## src/rtl/i2s_stream_scheduler.sv

```systemverilog
// i2s_stream_scheduler
// Buffers outbound stereo frames for an I2S transceiver, presents them one at a time and
// holds each presented frame stable for the whole left+right word. Underruns are filled with
// silence or a repeat of the last frame. Inbound frames land in a single-entry register with
// overrun accounting.
// Ports:
//   clk, rst                      clock, synchronous active-high reset
//   enable, mute                  run request (level), force transmitted samples to zero
//   in_l/in_r/in_valid/in_ready   upstream TX frame stream
//   out_l/out_r/out_valid/out_ready  received frame register
//   xcvr_tx_l/r/valid/ready       frame presented to the transceiver
//   xcvr_rx_l/r/valid/ready       received frame pulse from the transceiver
//   running                       scheduler is in RUN
//   underrun_pulse                one cycle per inserted fill frame
//   underrun_cnt, overrun_cnt     saturating fill / RX-overwrite counters
module i2s_stream_scheduler #(
    parameter int unsigned SAMPLE_BITS   = 16,
    parameter int unsigned TX_DEPTH      = 4,
    parameter int unsigned PRIME_LEVEL   = 2,
    parameter int unsigned UNDERRUN_HOLD = 0
) (
    input  logic                          clk,
    input  logic                          rst,
    input  logic                          enable,
    input  logic                          mute,
    input  logic signed [SAMPLE_BITS-1:0] in_l,
    input  logic signed [SAMPLE_BITS-1:0] in_r,
    input  logic                          in_valid,
    output logic                          in_ready,
    output logic signed [SAMPLE_BITS-1:0] out_l,
    output logic signed [SAMPLE_BITS-1:0] out_r,
    output logic                          out_valid,
    input  logic                          out_ready,
    output logic signed [SAMPLE_BITS-1:0] xcvr_tx_l,
    output logic signed [SAMPLE_BITS-1:0] xcvr_tx_r,
    output logic                          xcvr_tx_valid,
    input  logic                          xcvr_tx_ready,
    input  logic signed [SAMPLE_BITS-1:0] xcvr_rx_l,
    input  logic signed [SAMPLE_BITS-1:0] xcvr_rx_r,
    input  logic                          xcvr_rx_valid,
    output logic                          xcvr_rx_ready,
    output logic                          running,
    output logic                          underrun_pulse,
    output logic [15:0]                   underrun_cnt,
    output logic [15:0]                   overrun_cnt
);
    localparam int unsigned PtrW = $clog2(TX_DEPTH);
    localparam int unsigned CntW = PtrW + 1;
    localparam logic [CntW-1:0] FullLevel  = CntW'(TX_DEPTH);
    localparam logic [CntW-1:0] PrimeLevel = CntW'(PRIME_LEVEL);

    typedef enum logic [1:0] {StDisabled, StPrime, StRun, StDrain} state_e;
    state_e state_q, state_d;

    logic signed [SAMPLE_BITS-1:0] fifo_l [TX_DEPTH];
    logic signed [SAMPLE_BITS-1:0] fifo_r [TX_DEPTH];
    logic [PtrW-1:0] wr_ptr_q, wr_ptr_d, rd_ptr_q, rd_ptr_d;
    logic [CntW-1:0] count_q, count_d;

    logic signed [SAMPLE_BITS-1:0] act_l_q, act_l_d, act_r_q, act_r_d;
    logic signed [SAMPLE_BITS-1:0] last_l_q, last_l_d, last_r_q, last_r_d;
    logic signed [SAMPLE_BITS-1:0] out_l_q, out_l_d, out_r_q, out_r_d;
    logic signed [SAMPLE_BITS-1:0] head_l, head_r, src_l, src_r;
    logic act_vld_q, act_vld_d;
    logic out_valid_q, out_valid_d;
    logic underrun_pulse_q, underrun_pulse_d;
    logic [15:0] underrun_cnt_q, underrun_cnt_d, overrun_cnt_q, overrun_cnt_d;

    logic fifo_empty, fifo_full, push, pop, load, fill;

    assign fifo_empty = (count_q == '0);
    assign fifo_full  = (count_q == FullLevel);
    assign head_l     = fifo_l[rd_ptr_q];
    assign head_r     = fifo_r[rd_ptr_q];

    assign in_ready = !fifo_full && (state_q == StPrime || state_q == StRun);
    assign push     = in_valid && in_ready;
    // Dropping enable in RUN heads to DRAIN rather than starting another frame.
    assign load     = (state_q == StRun) && enable && !act_vld_q && xcvr_tx_ready;
    assign pop      = load && !fifo_empty;
    assign fill     = load && fifo_empty;

    always_comb begin
        state_d = state_q;
        unique case (state_q)
            StDisabled: if (enable) state_d = StPrime;
            StPrime: begin
                if (!enable) state_d = StDisabled;
                else if (count_q >= PrimeLevel) state_d = StRun;
            end
            StRun: if (!enable) state_d = StDrain;
            // Leave only once the in-flight frame has been handed over and finished.
            StDrain: if (!act_vld_q && xcvr_tx_ready) state_d = StDisabled;
            default: state_d = StDisabled;
        endcase
    end

    always_comb begin
        wr_ptr_d = wr_ptr_q;
        rd_ptr_d = rd_ptr_q;
        count_d  = count_q;
        if (push) wr_ptr_d = wr_ptr_q + PtrW'(1);
        if (pop) rd_ptr_d = rd_ptr_q + PtrW'(1);
        case ({push, pop})
            2'b10:   count_d = count_q + CntW'(1);
            2'b01:   count_d = count_q - CntW'(1);
            default: count_d = count_q;
        endcase
        if (state_q == StDisabled) begin
            wr_ptr_d = '0;
            rd_ptr_d = '0;
            count_d  = '0;
        end
    end

    always_comb begin
        src_l = '0;
        src_r = '0;
        if (pop) begin
            src_l = head_l;
            src_r = head_r;
        end else if (UNDERRUN_HOLD != 0) begin
            src_l = last_l_q;
            src_r = last_r_q;
        end

        act_l_d   = act_l_q;
        act_r_d   = act_r_q;
        act_vld_d = act_vld_q;
        last_l_d  = last_l_q;
        last_r_d  = last_r_q;
        if (xcvr_tx_valid && xcvr_tx_ready) act_vld_d = 1'b0;
        if (load) begin
            act_vld_d = 1'b1;
            act_l_d   = mute ? '0 : src_l;
            act_r_d   = mute ? '0 : src_r;
        end
        // last tracks the unmuted head so a repeat fill after unmute is audible.
        if (pop) begin
            last_l_d = head_l;
            last_r_d = head_r;
        end
        if (state_q == StDisabled) act_vld_d = 1'b0;

        underrun_pulse_d = fill;
        underrun_cnt_d   = underrun_cnt_q;
        if (fill && underrun_cnt_q != 16'hFFFF) underrun_cnt_d = underrun_cnt_q + 16'd1;
    end

    always_comb begin
        out_l_d       = out_l_q;
        out_r_d       = out_r_q;
        out_valid_d   = out_valid_q;
        overrun_cnt_d = overrun_cnt_q;
        if (xcvr_rx_valid) begin
            if (out_valid_q && !out_ready && overrun_cnt_q != 16'hFFFF) begin
                overrun_cnt_d = overrun_cnt_q + 16'd1;
            end
            out_l_d     = xcvr_rx_l;
            out_r_d     = xcvr_rx_r;
            out_valid_d = 1'b1;
        end else if (out_ready) begin
            out_valid_d = 1'b0;
        end
    end

    always_ff @(posedge clk) begin
        if (push) begin
            fifo_l[wr_ptr_q] <= in_l;
            fifo_r[wr_ptr_q] <= in_r;
        end
    end

    always_ff @(posedge clk) begin
        if (rst) begin
            state_q          <= StDisabled;
            wr_ptr_q         <= '0;
            rd_ptr_q         <= '0;
            count_q          <= '0;
            act_l_q          <= '0;
            act_r_q          <= '0;
            act_vld_q        <= 1'b0;
            last_l_q         <= '0;
            last_r_q         <= '0;
            out_l_q          <= '0;
            out_r_q          <= '0;
            out_valid_q      <= 1'b0;
            underrun_pulse_q <= 1'b0;
            underrun_cnt_q   <= '0;
            overrun_cnt_q    <= '0;
        end else begin
            state_q          <= state_d;
            wr_ptr_q         <= wr_ptr_d;
            rd_ptr_q         <= rd_ptr_d;
            count_q          <= count_d;
            act_l_q          <= act_l_d;
            act_r_q          <= act_r_d;
            act_vld_q        <= act_vld_d;
            last_l_q         <= last_l_d;
            last_r_q         <= last_r_d;
            out_l_q          <= out_l_d;
            out_r_q          <= out_r_d;
            out_valid_q      <= out_valid_d;
            underrun_pulse_q <= underrun_pulse_d;
            underrun_cnt_q   <= underrun_cnt_d;
            overrun_cnt_q    <= overrun_cnt_d;
        end
    end

    assign xcvr_tx_l      = act_l_q;
    assign xcvr_tx_r      = act_r_q;
    assign xcvr_tx_valid  = act_vld_q;
    assign xcvr_rx_ready  = (state_q != StDisabled);
    assign running        = (state_q == StRun);
    assign out_l          = out_l_q;
    assign out_r          = out_r_q;
    assign out_valid      = out_valid_q;
    assign underrun_pulse = underrun_pulse_q;
    assign underrun_cnt   = underrun_cnt_q;
    assign overrun_cnt    = overrun_cnt_q;
endmodule

```

## config.mk

```make
export PLATFORM = sky130hd
export DESIGN_NAME = i2s_stream_scheduler
export DESIGN_NICKNAME = d
export VERILOG_FILES = /design/src/rtl/i2s_stream_scheduler.sv
export SDC_FILE = /design/constraint.sdc
export NUM_CORES = 1
export LEC_CHECK = 0
export BUFFER_PORTS_ARGS = -buffer_cell sky130_fd_sc_hd__buf_4
export CAP_MARGIN = 10
export CELL_PAD_IN_SITES_DETAIL_PLACEMENT = 0
export CELL_PAD_IN_SITES_GLOBAL_PLACEMENT = 1
export CORE_MARGIN = 3
export CORE_UTILIZATION = 48
export CTS_CLUSTER_DIAMETER = 100
export CTS_CLUSTER_SIZE = 8
export DETAILED_ROUTE_END_ITERATION = 8
export HOLD_SLACK_MARGIN = 0.02
export PLACE_DENSITY = 0.81
export SLEW_MARGIN = 5
export SYNTH_ARGS = -nofsm -noshare
export SYNTH_HDL_FRONTEND = slang
export SYNTH_SLANG_ARGS = --single-unit
```

## constraint.sdc

```tcl
create_clock -name clk -period 5.7 [get_ports clk]
set_input_delay 1.14 -clock clk [delete_from_list [all_inputs] [get_ports clk]]
set_output_delay 1.14 -clock clk [all_outputs]
set_load 0.02 [all_outputs]
```

==> results of run 1 <==
[cells in the mapped netlist (10+ instances only)]
cell type  instances
ha_1              12
nand4_1           12
o31ai_1           14
nor2_1            86
a21oi_1           27
nand3_1           10
nand2_1           17
inv_1             18
or4_1             15
clkbuf_1          21
mux2i_1           37
mux4_2            32
a22oi_1           32
edfxtp_1         128
dfxtp_1          110
[power breakdown]
part | internal [mW] | switching (mW) | leakage [nW]
sequential | 1.85 | 0.0162 | 2.05
clock | 1.14 | 0.679 | 0.474
combinational | 0.0929 | 0.108 | 1.89
total | 3.09 | 0.803 | 4.41
[layout by cell type (no fill, tap or decap), types with 3 or more instances in the layout]
cell type,synthesis,routed
edfxtp_1,128,128
nor2_1,86,86
dfxtp_1,110,108
inv_1,18,18
a211oi_1,5,5
o311ai_0,3,3
clkbuf_1,21,18
o21ai_0,6,6
mux2i_1,37,37
ha_1,12,12
nand3_1,10,10
or3_1,4,4
a311oi_1,3,3
and3_2,2,6
mux4_2,32,32
o41ai_1,4,4
nand4_2,3,3
o31ai_1,14,14
a21oi_1,27,27
buf_4,1,177
a22oi_1,32,32
nand2_1,17,17
clkbuf_16,0,35
xnor2_1,3,3
or4_1,15,15
and3_1,8,4
nand4_1,12,12
nor2b_1,5,5
[cell families (layout without fill, tap and decap cells)]
group	Yosys count	after routing	share of synthesized area (%)
flops	238	238	65.3
simple gates	180	180	10.2
compound gates	102	102	7.62
mux	71	71	12.0
buf+inv	54	251	2.55
fa+ha+maj	13	13	1.84
xor+xnor	5	5	0.473
[state kept, by name, summed over array words and instances, names as in the netlist, named ones only]
signal and cells:
fifo_l 64, fifo_r 64, out_l 16, out_r 16
overrun_cnt 16, underrun_cnt 16, xcvr_tx_l 16, xcvr_tx_r 16
count_q 3, rd_ptr_q 2, wr_ptr_q 2, out_valid 1
state_q 1, underrun_pulse 1, xcvr_tx_valid 1
[metrics by stage]
step                      hold WS [ps]  std cells
after floorplan                    490        663
after global placement             476       1064
after detailed placement           484       1064
after CTS                          496       1120
after global routing               522       1120
final                              490       1120
[routing by layer]
layer / vias up / track usage, % / share of wire [%]
met3: 33 / 4.93 / 8.0
met2: 200 / 33.5 / 49
met5: - / 0 / 0
li1: 2918 / - / -
met4: 0 / 6.58 / 1.8
met1: 3028 / 23.9 / 41
[worst max path at each step]
stage                            end  depth (start not counted)  slack (ps)
after floorplan           count_q[2]                          8        2880
after global placement    count_q[2]                         10        2570
after global routing        in_ready                          4        2780
after detailed placement  count_q[2]                         10        2510
after CTS                   in_ready                          4        2870
final                       in_ready                          4        2880
[final cells by class]
type	instances	area share, %
Clock buffer	54	8.15
Clock inverter	2	0.277
Inverter	18	0.575
Multi-Input combinational cell	371	25.4
Sequential cell	238	51.5
Tap cell	260	2.77
Timing Repair Buffer	177	11.3
[tightest hold or removal path, cell delays in order, from the launching register on]
cell     delay, ps
dfxtp_1        320
mux2i_1         60
nor2_1          70
==> results.toml, run 1 <==
[drt]
vias = 6179
drt-initial-drc-count = 297
drtPass1Iterations = 4
wl_microns = 20600
antenna_violating_nets_post_route = 0
post_drt_wl_per_cell_microns = 18.4
drcViolationCount = 0
vias_per_cell = 5.52

[hold_path]
holdPathEnd = "out_r[15]"
hold_start = "out_r[15]"
hp-class = "flip-flop to flip-flop"
hold_depth = 2

[worst_setup_path]
crit_chain = "inv_1 > ha_1 > o31a_2 > buf_4"
rr_startpoint = "state_q[0]"
crit_start = "state_q[0]"
path_buf_inv = 2
slowest_delay_ps = 440
r2r-end = "count_q[2]"
required_ps = 4560
worstSetupPathType = "flip-flop to output pin"
worstPathArrival_ps = 1680
startpoint_type = "flip-flop"
cp_max_fo = 6
path_delay_family = "flip-flops"
cp-end-kind = "output pin"
cp_slowest_cell = "dfxtp_1"
reg2reg_slack_ps = 2990
ff2ff_path_depth = 11

[clocking]
cts_tree = "yes"
htree_levels = 2
cts_setup_buffers = 0
ctsLongestPathBuffers = 3
clk_pin_slew_ps = 50
root_buffer = "clkbuf_16"
ctsHoldBuffers = 0
clock-sinks = 238
cts-buffers-inserted = 35
cts_resized = 0
clock_latency_ps = 500

[timing]
relSlewSlack_pct = 30.9
worstMarginPinSlew_ps = 1030
timing.final.crit_period_ps = 2820
finalCritPeriodShare_pct = 49.4
hold_viol = 0
rsz0062_at_grt = "no"
drv_slew = 0
setup_violations = 0
fin_skew_ps = 11.4
setup_slack_ps = 2880
tns_ps = 0
max_freq_mhz = 355

[global_routing]
grt.total_usage_pct = 19.4
antenna_found_initial = 0
grt_pass1_vias = 6284
grt_pass1_wl_microns = 32100
grt_max_degree = 77
grt_remaining_overflow = 0

[power_and_ir_drop]
ir_worst_vdd_v = 0.000303
p_total_mw = 3.89
p_per_area_nw_per_um2 = 331
p_leak_nw = 4.41

[cells_and_area]
multiInputGateArea_sq_um = 2990
diodes = 0
drive_gt1_share_pct = 31.3
fin_nets = 926
fill_cells = 1486
final_util_pct = 62.4
seq_area_sq_um = 6050
syn_to_final_growth_pct = 26.9
finalInstanceArea_sq_um = 11700

[synth]
yosysSeqAreaShare_pct = 65.3
async_flop_share_pct = 0
avgSynthCellArea_sq_um = 14.0
synth_edf_count = 128
synth_seq_cells = 238
yosysTopAreaCell = "edfxtp_1"
synthesis.area_sq_um = 9260
netlist.area_leader.share_pct = 41.5
synthFlopType = "edfxtp_1"
synth_area_leaders = "edfxtp_1, dfxtp_1, mux4_2"
netlist_instances = 663
yosysWarnings = 0
synth_nets = 748
synth_cell_types = 55

[place]
gp_congestion = 0.820
io_buffers = 173
dp_hpwl_microns = 12800
dpl_cell_area_sq_um = 10800
pre_cts_ws_ps = 2510

[floorplanning]
die_w_microns = 145
io_pins = 174
coreArea_sq_um = 18800
die-height_microns = 145
rows = 50
start_util_pct = 49.2
design.die.area_sq_um = 21000

[job]
cap_viol_max_count = 0

[run_status]
status = "complete, no violations"
Power figures use the tool's default switching activity.
==> run 2, diff against run 1 <==
Settings changed: CORE_UTILIZATION 48 to 45, PLACE_DENSITY 0.81 to 0.76.
Clock period 5.7 ns to 2.8 ns, I/O delays scaled along.
==> run 2 against run 1 <==
Compared with the run above: die area grew 6.4%; final area grew 1.6%; critical path type is now flip-flop to flip-flop; combinational power grew 110%.
==> results.toml, run 2 (same netlist as run 1, synthesis figures left out) <==
[worst_setup_path]
worstSetupPathType = "flip-flop to flip-flop"
slowest_delay_ps = 510
cp-end-kind = "flip-flop"
startpoint_type = "flip-flop"
worstPathArrival_ps = 2910
cp_max_fo = 5
cp_slowest_cell = "o311ai_1"
required_ps = 3220
cp_common_cell = "inv_1"
reg2reg_slack_ps = 310
crit_chain = "inv_1 > o311ai_1 > ha_1 > inv_1 > fa_1 > xor2_1 > or3_1 > a21oi_1"

[cells_and_area]
final_cell_mix = "buf_4, edfxtp_1, dfxtp_1, nor2_1"
finalNonFillerCells = 1138
fin_nets = 937
final_util_pct = 60.2
diodes = 0
syn_to_final_growth_pct = 28.9
reg_top3 = "fifo_l x64, fifo_r x64"
drive_gt1_share_pct = 32.2
layout_commonest_cell = "buf_4"

[clocking]
clk_pin_slew_ps = 50
ctsLongestPathBuffers = 3
clock_latency_ps = 500
cts-buffers-inserted = 35
root_buffer = "clkbuf_16"
cts_tree = "yes"
cts_setup_buffers = 0
clock-sinks = 238
htree_levels = 2

[timing]
timing.final.crit_period_ps = 2490
hold_ws_ps = 261
fin_skew_ps = 8.81
hold_viol = 0
rsz0062_at_grt = "no"
drv_slew = 0
tns_ps = 0
relSlewSlack_pct = 61.0
finalCritPeriodShare_pct = 89.0
worstMarginPinSlew_ps = 577
setup_violations = 0
max_freq_mhz = 401

[drt]
drcViolationCount = 0
drtPass1Iterations = 4
post_drt_wl_per_cell_microns = 18.8
vias = 6234
wl_microns = 21400
drt-initial-drc-count = 225
vias_per_cell = 5.48
antenna_violating_nets_post_route = 0

[run_status]
status = "complete, no violations"

[floorplanning]
die_w_microns = 149
coreArea_sq_um = 19800
io_pins = 174
start_util_pct = 46.7
die-height_microns = 149
rows = 51
design.die.area_sq_um = 22300

[global_routing]
grt.total_usage_pct = 19.0
grt_remaining_overflow = 0
grt_pass1_vias = 6392
grt_pass1_wl_microns = 33400
grt_max_degree = 35
antenna_found_initial = 0

[power_and_ir_drop]
ir_worst_vdd_v = 0.000621
p_leak_nw = 4.51
p_total_mw = 8.09
p_per_area_nw_per_um2 = 677

[hold_path]
hp-class = "input port to flip-flop"

[job]
cap_viol_max_count = 0

[place]
dp_hpwl_microns = 13900
placed_cells = 1080
gp_congestion = 0.778
io_buffers = 173
## run 2: changes by cell type in the layout (fill, tap and decap cells not counted), sizes merged
cell / delta
buf: +11
clkbuf: +3
clkinv: -2
inv: +1
## run 2: through the flow
stage          setup WS (ps)  instance area (sq um)
3_5_place_dp            98.9                  10900
6_report                 308                  11900
4_1_cts                 62.5                  11900
2_1_floorplan            316                   9260
5_1_grt                  111                  11900
3_3_place_gp             275                  10900
## run 2: per-layer routing
metal	vias up	wire length, microns	track usage (%)
met5	-	0	0
met4	0	433	6.18
met3	34	1600	4.75
met2	227	10600	32.2
met1	3049	8750	24.0
li1	2924	-	-
## run 2: final timing paths
kind	startpoint	end	cells after the start
setup / recovery	count_q[2]	count_q[2]	8
hold / removal	in_r[10]	fifo_r[0][10]	1
setup reg to reg	count_q[2]	count_q[2]	8
hold reg to reg	out_l[11]	out_l[11]	2
## run 2: critical path: cells and delay by family, from the launching register on
family,cells,cell delay (ps)
flip-flops,1,440
adder cells (fa/ha/maj),2,690
AND/OR/NAND/NOR,1,310
XOR/XNOR,1,170
buffers and inverters,2,160
AO/OA/AOI/OAI,2,660
## run 2: area by class of cell
cell class,instances,area [sq um]
clock buffer,57,1010
clock inverter,1,20.0
fill,1544,7910
inverter,18,67.6
multi-input combinational,371,2990
sequential,238,6050
tap,265,332
timing repair buffer,188,1470
## run 2: what timing repair did
item	CTS	global route
hold buffers	0	0
setup endpoints to repair	0	1
resized for setup	0	1
## run 2: where the power goes
part / leakage [nW] / total [mW] / internal, mW / switching (mW)
combinational: 1.96 / 0.421 / 0.198 / 0.222
clock: 0.495 / 3.87 / 2.45 / 1.42
sequential: 2.05 / 3.79 / 3.76 / 0.0328
total: 4.51 / 8.09 / 6.41 / 1.68
